`src/rtl/mem_result_display.sv`:
```
// mem_result_display: steps through a window of data-memory words after the
// CPU has finished. Each word is read, latched, and shown as four hex digits
// for a programmable dwell time. Holding the dwell counter pauses the walk.
//
// Memory read contract: mem_read is high for exactly two cycles per word
// (ISSUE then CAPTURE). mem_addr is stable across both cycles. mem_rdata is
// sampled at the closing edge of CAPTURE. A combinational-read memory and a
// memory with a one-cycle registered read are both valid at that edge.
module mem_result_display #(
  parameter logic [31:0] START_ADDR   = 32'h0000_0004,
  parameter int unsigned WORD_COUNT   = 16,
  parameter int unsigned DWELL_CYCLES = 100_000_000
) (
  input  logic        clk,
  input  logic        reset,
  input  logic        start,
  input  logic        hold,
  input  logic [31:0] mem_rdata,
  output logic        mem_read,
  output logic [31:0] mem_addr,
  output logic [3:0]  count_1,
  output logic [3:0]  count_2,
  output logic [3:0]  count_3,
  output logic [3:0]  count_4,
  output logic [7:0]  word_index,
  output logic        busy,
  output logic        done,
  output logic [2:0]  dbg_state
);

  typedef enum logic [2:0] {
    S_IDLE    = 3'd0,
    S_ISSUE   = 3'd1,
    S_CAPTURE = 3'd2,
    S_SHOW    = 3'd3,
    S_DONE    = 3'd4
  } state_e;

  localparam logic [7:0]  LAST_IDX   = 8'(WORD_COUNT - 1);
  localparam logic [31:0] DWELL_LAST = 32'(DWELL_CYCLES - 1);

  state_e      state_q, state_d;
  logic [31:0] addr_q, addr_d;
  logic [7:0]  idx_q, idx_d;
  logic [15:0] word_q, word_d;
  logic [31:0] dwell_q, dwell_d;
  logic        mem_read_q, mem_read_d;
  logic        busy_q, busy_d;
  logic        done_q, done_d;

  // Only the low half of each word is displayed.
  logic unused_upper;
  assign unused_upper = ^mem_rdata[31:16];

  // Next-state and datapath updates for the walk sequencer.
  always_comb begin
    state_d = state_q;
    addr_d  = addr_q;
    idx_d   = idx_q;
    word_d  = word_q;
    dwell_d = dwell_q;
    case (state_q)
      S_IDLE, S_DONE: begin
        if (start) begin
          state_d = S_ISSUE;
          addr_d  = START_ADDR;
          idx_d   = 8'd0;
        end
      end
      S_ISSUE: state_d = S_CAPTURE;
      S_CAPTURE: begin
        word_d  = mem_rdata[15:0];
        dwell_d = 32'd0;
        state_d = S_SHOW;
      end
      S_SHOW: begin
        if (!hold) begin
          if (dwell_q == DWELL_LAST) begin
            if (idx_q == LAST_IDX) begin
              state_d = S_DONE;
            end else begin
              idx_d   = idx_q + 8'd1;
              addr_d  = addr_q + 32'd4;
              state_d = S_ISSUE;
            end
          end else begin
            dwell_d = dwell_q + 32'd1;
          end
        end
      end
      default: state_d = S_IDLE;
    endcase
    // Outputs are decoded from the next state so that they are registered.
    mem_read_d = (state_d == S_ISSUE) || (state_d == S_CAPTURE);
    busy_d     = mem_read_d || (state_d == S_SHOW);
    done_d     = (state_d == S_DONE);
  end

  // State, datapath and output registers with asynchronous active-low reset.
  always_ff @(posedge clk or negedge reset) begin
    if (!reset) begin
      state_q    <= S_IDLE;
      addr_q     <= START_ADDR;
      idx_q      <= 8'd0;
      word_q     <= 16'd0;
      dwell_q    <= 32'd0;
      mem_read_q <= 1'b0;
      busy_q     <= 1'b0;
      done_q     <= 1'b0;
    end else begin
      state_q    <= state_d;
      addr_q     <= addr_d;
      idx_q      <= idx_d;
      word_q     <= word_d;
      dwell_q    <= dwell_d;
      mem_read_q <= mem_read_d;
      busy_q     <= busy_d;
      done_q     <= done_d;
    end
  end

  assign mem_read   = mem_read_q;
  assign mem_addr   = addr_q;
  assign count_1    = word_q[15:12];
  assign count_2    = word_q[11:8];
  assign count_3    = word_q[7:4];
  assign count_4    = word_q[3:0];
  assign word_index = idx_q;
  assign busy       = busy_q;
  assign done       = done_q;
  assign dbg_state  = state_q;

endmodule

```
`config.mk`:
```
export PLATFORM = sky130hd
export DESIGN_NAME = mem_result_display
export DESIGN_NICKNAME = d
export VERILOG_FILES = /design/src/rtl/mem_result_display.sv
export SDC_FILE = /design/constraint.sdc
export NUM_CORES = 1
export LEC_CHECK = 0
export CORE_MARGIN = 1.5
export CORE_UTILIZATION = 45
export CTS_CLUSTER_DIAMETER = 80
export DETAILED_ROUTE_END_ITERATION = 7
export GPL_TIMING_DRIVEN = 0
export PLACE_DENSITY_LB_ADDON = 0.25
export RECOVER_POWER = 25
export SLEW_MARGIN = 20
export SYNTH_ARGS = -nofsm -noshare
export SYNTH_HDL_FRONTEND = slang
export SYNTH_SLANG_ARGS = --single-unit
```
`constraint.sdc`:
```
create_clock -name clk -period 4.36 [get_ports clk]
set_clock_uncertainty 0.05 [all_clocks]
set_input_delay 0.872 -clock clk [delete_from_list [all_inputs] [get_ports clk]]
set_output_delay 0.872 -clock clk [all_outputs]
set_load 0.05 [all_outputs]
```
* Word-level counts from Yosys, hierarchy flattened
Index checks and enable logic that the tools add are counted.
** Operators by class
- Add/sub/neg operators :: 3
- Equal/unequal tests :: 15
- Multiplexer cells :: 18
- Reduce and logical (&&, ||, !) cells :: 8
** Operator list (count)
- $mux W32 :: 6
- $pmux W32 S2 :: 2
- $add A32 B1 Y32 const B :: 1
- $add A32 B3 Y32 const B :: 1
- $eq A32 B27 Y1 const B :: 1
- $mux W8 :: 4
- $pmux W8 S2 :: 1
- $eq A3 B2 Y1 const B :: 4
- $mux W3 :: 4
- $pmux W3 S4 :: 1
- $ne A2 B2 Y1 const B :: 5
- $add A8 B1 Y8 const B :: 1
- $eq A8 B4 Y1 const B :: 1
- $eq A3 B1 Y1 const B :: 2
- $eq A3 B3 Y1 const B :: 2
- $reduce_and A5 Y1 :: 1
- $reduce_bool A2 Y1 :: 2
- $logic_not A3 Y1 :: 1
- $reduce_and A3 Y1 :: 1
- $logic_or A1 B1 Y1 :: 2
- $reduce_or A2 Y1 :: 1
** Storage, ports and cells
- Register bits :: 94
- Input port bits :: 36
- Output and inout bits :: 62
- Logic and storage cells :: 52

* Longest topological paths before layout
- Word-level depth :: 8
- Gate-level depth with buffers :: 9

* Worst setup path after synthesis
No wires, ideal clock.
- Path type :: reg2reg
- Start point :: register idx_q[0] (netlist: word_index[0])
- End point :: register addr_q[28] (netlist: mem_addr[28])
- Library setup time :: 136 ps
- Arrival time :: 2608 ps
- Required time :: 4174 ps
- Slack :: 1566 ps
- Stages on the path, launching flop included :: 10
- Buffers on the path :: 2
- Clock period less this slack :: 2794 ps
- Cell sequence :: dfrtp_1 -> ha_1 -> nand3_1 -> nand2b_1 -> clkbuf_1 -> or4_1 -> o211ai_1 -> clkbuf_1 -> or4_1 -> a21oi_1
** On the way
- Cells in the longest elaborated chain, start to end :: 3
** RTL lines
- from (decl) :: RTL line 44 : logic [7:0] idx_q, idx_d;
- from (signal assigned) :: RTL line 113 : idx_q <= idx_d;
- $eq A8 B4 Y1 :: RTL line 79 : if (idx_q == LAST_IDX) begin
- $ne A2 B2 Y1 (no source line)
- $reduce_and A5 Y1 (no source line)
- to (signal assigned) :: RTL line 112 : addr_q <= addr_d;
- to (decl) :: RTL line 43 : logic [31:0] addr_q, addr_d;
No other way between the ends.
A chain may end at the register's enable or synchronous reset.

* Final worst setup path
- Start point :: register dwell_q[0]
- End point :: register dwell_q[25]
** On the way
- Cells in the longest elaborated chain, start to end :: 4
** RTL lines
- from (decl) :: RTL line 46 : logic [31:0] dwell_q, dwell_d;
- from (signal assigned) :: RTL line 115 : dwell_q <= dwell_d;
- $add A32 B1 Y32 :: RTL line 87 : dwell_d = dwell_q + 32'd1;
- $mux W32 :: RTL line 78 : if (dwell_q == DWELL_LAST) begin
- $mux W32 :: RTL line 77 : if (!hold) begin
- $pmux W32 S2 :: RTL line 62 : case (state_q)
Several ways; a longest one is shown, not always the timed one. The select of a mux whose other input is x is not followed.

==> out/summary.txt <==
hold_sp -> word_q[7]
row cnt -> 37
Vias -> 4,495
gr ovfl total -> 0
Post-Route WL -> 12.99 mm
IO Pins -> 98
Worst Hold Depth -> 1
number of synthesized flops with an enable pin -> 0
crit share post-route -> 76.11%
Ys Warns -> 0
CP startpoint -> dwell_q[0]
Final min period -> 3319 ps
Hold Fails Final Rpt -> 0
cell area power density -> 309.4 nW/um2
crit path DAT -> 3510 ps
Layout area overhead -> 25.12%
Die H -> 106.9 um
first-pass GRT wire length -> 21.35 mm
ys flop type -> dfrtp_1
Critical Path End Type -> register
synthesized cell area -> 4862 um2
Layout Cells excl Fill -> 742
GRT Overall Usage -> 23.51%
R2R Setup Slk -> 1040 ps
Final Core Density -> 58.40%
initial DRC count -> 292
Clock Latency Late Sink -> 370 ps
Crit Path Class -> reg -> reg
Worst-Margin Slew -> 2252 ps
storage element area -> 2303 um2
Peak supply drop -> 0.2562 mV
initial antenna violation count -> 0
total CTS buffers -> 9
Initial Utilization -> 46.68%
status -> finished, violations left
maxcap violations -> 1
core area -> 10,420 um2
Final HPWL DP -> 9.192 mm
port buffer count -> 79
Clock Tree Buf Depth -> 2
most frequent cells in the layout -> 91 x dfrtp_1, 78 x clkdlybuf4s50_1, 49 x a21oi_1, 41 x nor2_1, 39 x nand2_1
routability congestion estimate -> 0.8732
# hold bufs at CTS -> 0
layout cell share with drive strength beyond 1 -> 8.086%
CTS tree -> done
worst reg2reg path depth -> 9
RSZ-0062 raised after global routing -> false
die area -> 11,440 um2
Hold Path Class -> reg -> reg
Avg Vias per Cell -> 6.058
pin count of the biggest net entering global routing -> 54
fillers -> 911
Num Clock Sinks -> 92
synth unique cells -> 50
violated checks -> capacitance limit, slew limit
Slew HR -> -50.15%
required time worst endpoint -> 4550 ps
most common cell after layout, fill and taps aside -> dfrtp_1
routed wire length per instance -> 17.51 um
CP Launch Type -> register
synthesized area per cell -> 9.552 um2
Peak Freq -> 301.3 MHz
Post-layout nets -> 640
Hold Path End -> word_q[7]
Post-synth ARST share -> 100.0%
H-Tree Level Count -> 3
post-cts resize count -> 0
Root Driver -> clkbuf_8
Max FO, Critical Path -> 10
dpl cells -> 726
# DRC -> 0
cells after synthesis -> 509
post-route ant nets -> 0
area of the multi-input gates -> 2406 um2
n_diodes -> 0
vias in the first global route -> 4,397
clock-pin transition on the worst setup and hold timing paths -> 100 ps
DIE WIDTH -> 106.9 um
Final Slew Violations -> 40
Yosys reg bits -> 92
reg2reg end -> dwell_q[25]
static leakage -> 0.002276 uW
count of final setup violators -> 0
post-CTS setup buffers -> 0
r2r startpoint -> dwell_q[0]
router iterations before antenna repair -> 5
sequential fraction of the synthesis area -> 47.38%
==> cell families after synthesis <==
kind of cell,Yosys count,share of synthesized area (%)
AOI/OAI and AO/OA,117,16.19
xor gates and xnor gates,26,4.683
adders and majority gates,3,0.7721
buffers and inverters,44,3.577
DFF,92,47.38
muxes,17,3.911
other,1,0.07713
and+or+nand+nor,209,23.42
==> through the flow <==
| step | instance area, um2 | TNS (ps) | worst slack, ps | hold WS [ps] | total power [uW] |
|---|---|---|---|---|---|
| 3_5_place_dp | 5868 | 0 | 533.6 | 450.2 | 1275 |
| 2_1_floorplan | 4866 | 0 | 1566 | 447.4 | 1173 |
| 3_3_place_gp | 5827 | -98620 | -1090 | 439.4 | 1256 |
| 6_report | 6083 | 0 | 1041 | 463.9 | 1882 |
| 5_1_grt | 6083 | 0 | 839.9 | 493.3 | 1973 |
| 4_1_cts | 6086 | 0 | 916.5 | 365.5 | 1891 |
==> registers in the layout, summed over array words and instances, names as in the netlist <==
register and cells:
mem_read 1, done 1, dwell_q 32, word_q 16, busy 1, mem_addr 30
word_index 8, dbg_state 3
==> synth_stat cells (10+ instances only) <==
cell type   n  share of area [%]
o31ai_1    14                2.2
dfrtp_1    91                 47
o41ai_1    10                1.8
or4_1      22                3.4
o21ai_0    11                1.1
nor2_1     41                3.2
mux2_2     16                3.7
xnor2_1    22                4.0
a21oi_1    49                5.0
clkbuf_1   25                1.9
inv_1      16                1.2
nand4_1    20                2.6
nand2_1    39                3.0
nand3_1    32                3.3
==> how the worst max path moves through the flow <==
stage | end | slack, ps | depth (start not counted)
6_report | dwell_q[25] | 1040 | 9
5_1_grt | dwell_q[8] | 840 | 9
4_1_cts | mem_addr[11] | 920 | 8
3_5_place_dp | mem_addr[25] | 530 | 8
3_3_place_gp | word_q[6] | -1090 | 1
2_1_floorplan | mem_addr[28] | 1570 | 9
==> routing by layer <==
| layer | up-vias | routed length [um] | global-route usage (%) |
|---|---|---|---|
| met5 | - | 0 | 0 |
| met4 | 0 | 196 | 7.048 |
| met3 | 15 | 906 | 6.626 |
| met2 | 182 | 6191 | 37.73 |
| met1 | 2196 | 5700 | 31.00 |
| li1 | 2102 | - | - |
==> layout make-up <==
type | count | share of cell area, %
sequential | 92 | 37.87
timing repair buffer | 80 | 13.35
clock buffer | 9 | 2.036
multi-input combinational | 374 | 39.55
buffer | 28 | 1.872
inverter | 16 | 0.9872
tap | 136 | 2.797
clock inverter | 7 | 1.543
==> worst max-delay path: stages (launching register included) <==
cell and delay [ps]:
dfrtp_1 430, ha_1 270, nand4_1 130, or4_4 470
o31ai_1 600, clkbuf_1 410, clkbuf_1 410, a21oi_1 160
xnor2_1 210, nor2_1 60
==> where the power goes <==
group	switching [uW]	internal [uW]
sequential	89.7	915
clock	341	281
combinational	147	108
total	578	1300
Power figures use the tool's default switching activity.
==> RTL change (config.mk and constraints unchanged) <==
The output `busy` loses its register stage (`busy_q` becomes a continuous assignment).
--- a/src/rtl/mem_result_display.sv
+++ b/src/rtl/mem_result_display.sv
@@ -106,5 +106,4 @@
       dwell_q    <= 32'd0;
       mem_read_q <= 1'b0;
-      busy_q     <= 1'b0;
       done_q     <= 1'b0;
     end else begin
@@ -115,8 +114,9 @@
       dwell_q    <= dwell_d;
       mem_read_q <= mem_read_d;
-      busy_q     <= busy_d;
       done_q     <= done_d;
     end
   end
+
+  assign busy_q = busy_d;
 
   assign mem_read   = mem_read_q;
Check against the original RTL: not equivalent (a bounded check fails within 4 cycles, from zero or initial values and one cycle with reset low).
==> RTL change against the unedited design <==
  * Sequential share of layout area increased by 0.13 points
  * Total power decreased by 5.3%
  * The flow still finishes with violations (capacitance limit, slew limit)
  * Wire length decreased by 1.7%
  * Sequential cell count decreased by 1
  * Utilization decreased by 0.57 points
  * Final area decreased by 1.4%
  * Area after synthesis decreased by 0.51%
  * Setup slack got worse by 0.80 ns
==> RTL change: results (changes against the unedited design) <==
- Violated checks: capacitance limit, slew limit (unchanged).
- The number of maximum-capacitance violations is 1 (unchanged).
- The count of placed standard cells in the final layout, fillers left out is 740 (was 742).
- The routing usage on met2 is 36.4% (was 37.7%).
- The routed metal-1 wirelength is 5.73 mm (was 5.70 mm).
- The switching power total is 0.561 mW (was 0.578 mW).
- The met2 layer wire length in the routed design is 6.00 mm (was 6.19 mm).
- The kind of cell with the highest combined delay on the critical path is simple AND/OR/NAND/NOR gates (was buffers and inverters).
- The detailed router's first-iteration violation count is 287 (was 292).
- Post-synth top cells: sky130_fd_sc_hd__dfrtp_1, sky130_fd_sc_hd__a21oi_1, sky130_fd_sc_hd__nor2_1 (unchanged).
- The instance count after placement with tap cells included is 725 (was 726).
- Outcome: finished with violations (unchanged).
- The detailed-placement wirelength estimate is 9.11 mm (was 9.19 mm).
- The capture instance of the worst register-to-register path is dwell_q[27] (was dwell_q[25]).
- The met1 usage in global routing is 32.9% (was 31.0%).
- The number of global-route vias before repair is 4,306 (was 4,397).
- The setup slack after placement is -0.524 ns (was 0.534 ns).
- The ratio of cells with drive above 1 in the final layout was 8.28% (was 8.09%).
- The worst setup path startpoint is word_index[0] (was dwell_q[0]).
- Largest cells by area after synthesis: sky130_fd_sc_hd__dfrtp_1, sky130_fd_sc_hd__a21oi_1, sky130_fd_sc_hd__xnor2_1 (unchanged).
- The max-slew violation count is 45 (was 40).
- The post-layout net count is 639 (was 640).
- The fraction of power consumed by sequential logic is 55.8% (was 53.4%).
- The slew at the pin closest to its max-slew limit is 2.38 ns (was 2.25 ns).
- The slack of the worst reg-to-reg path is 1.11 ns (was 1.04 ns).
- The total power consumption of the routed design is 1.78 mW (was 1.88 mW).
- The mean number of vias per cell is 6.03 (was 6.06).
- The cell area after placement is 5840 um^2 (was 5870 um^2).
- The clock network power consumption is 0.536 mW (was 0.622 mW).
- The maximum number of pins on one net before global-route repair is 49 (was 54).
- The slowest stage cell on the critical path is sky130_fd_sc_hd__or3_1 (was sky130_fd_sc_hd__o31ai_1).
- The combined global-route utilization of all metal layers is 23.6% (was 23.5%).
- The global-route wire length before repair is 21.5 mm (was 21.3 mm).
[RTL change: layout make-up]
cell class	instances	area [um^2]
plain buffers	28	116
clock buffers	9	124
well taps	136	170
multi-input cells	374	2410
flip-flops and latches	91	2280
fillers	938	4370
repair buffers	80	785
clock inverters	6	50.0
inverters	16	60.1
[RTL change: worst max path at each step]
| stage | to |
|---|---|
| after floorplan | busy |
| after global placement | word_q[10] |
| after detailed placement | busy |
| after CTS | busy |
| after global routing | busy |
| final | busy |
[RTL change: cells by family after synthesis]
family                   synth area share (%)
multiplexers                             3.93
other                                  0.0775
adder cells (fa/ha/maj)                 0.776
AND/OR/NAND/NOR                          23.5
flip-flops                               47.1
AO/OA/AOI/OAI                            16.3
XOR/XNOR                                 4.71
buffers and inverters                    3.60
[RTL change: what timing repair did]
action                                  CTS  global route
resized for setup                         3             3
pin swaps                                 0             0
endpoints found under the setup margin    1             1
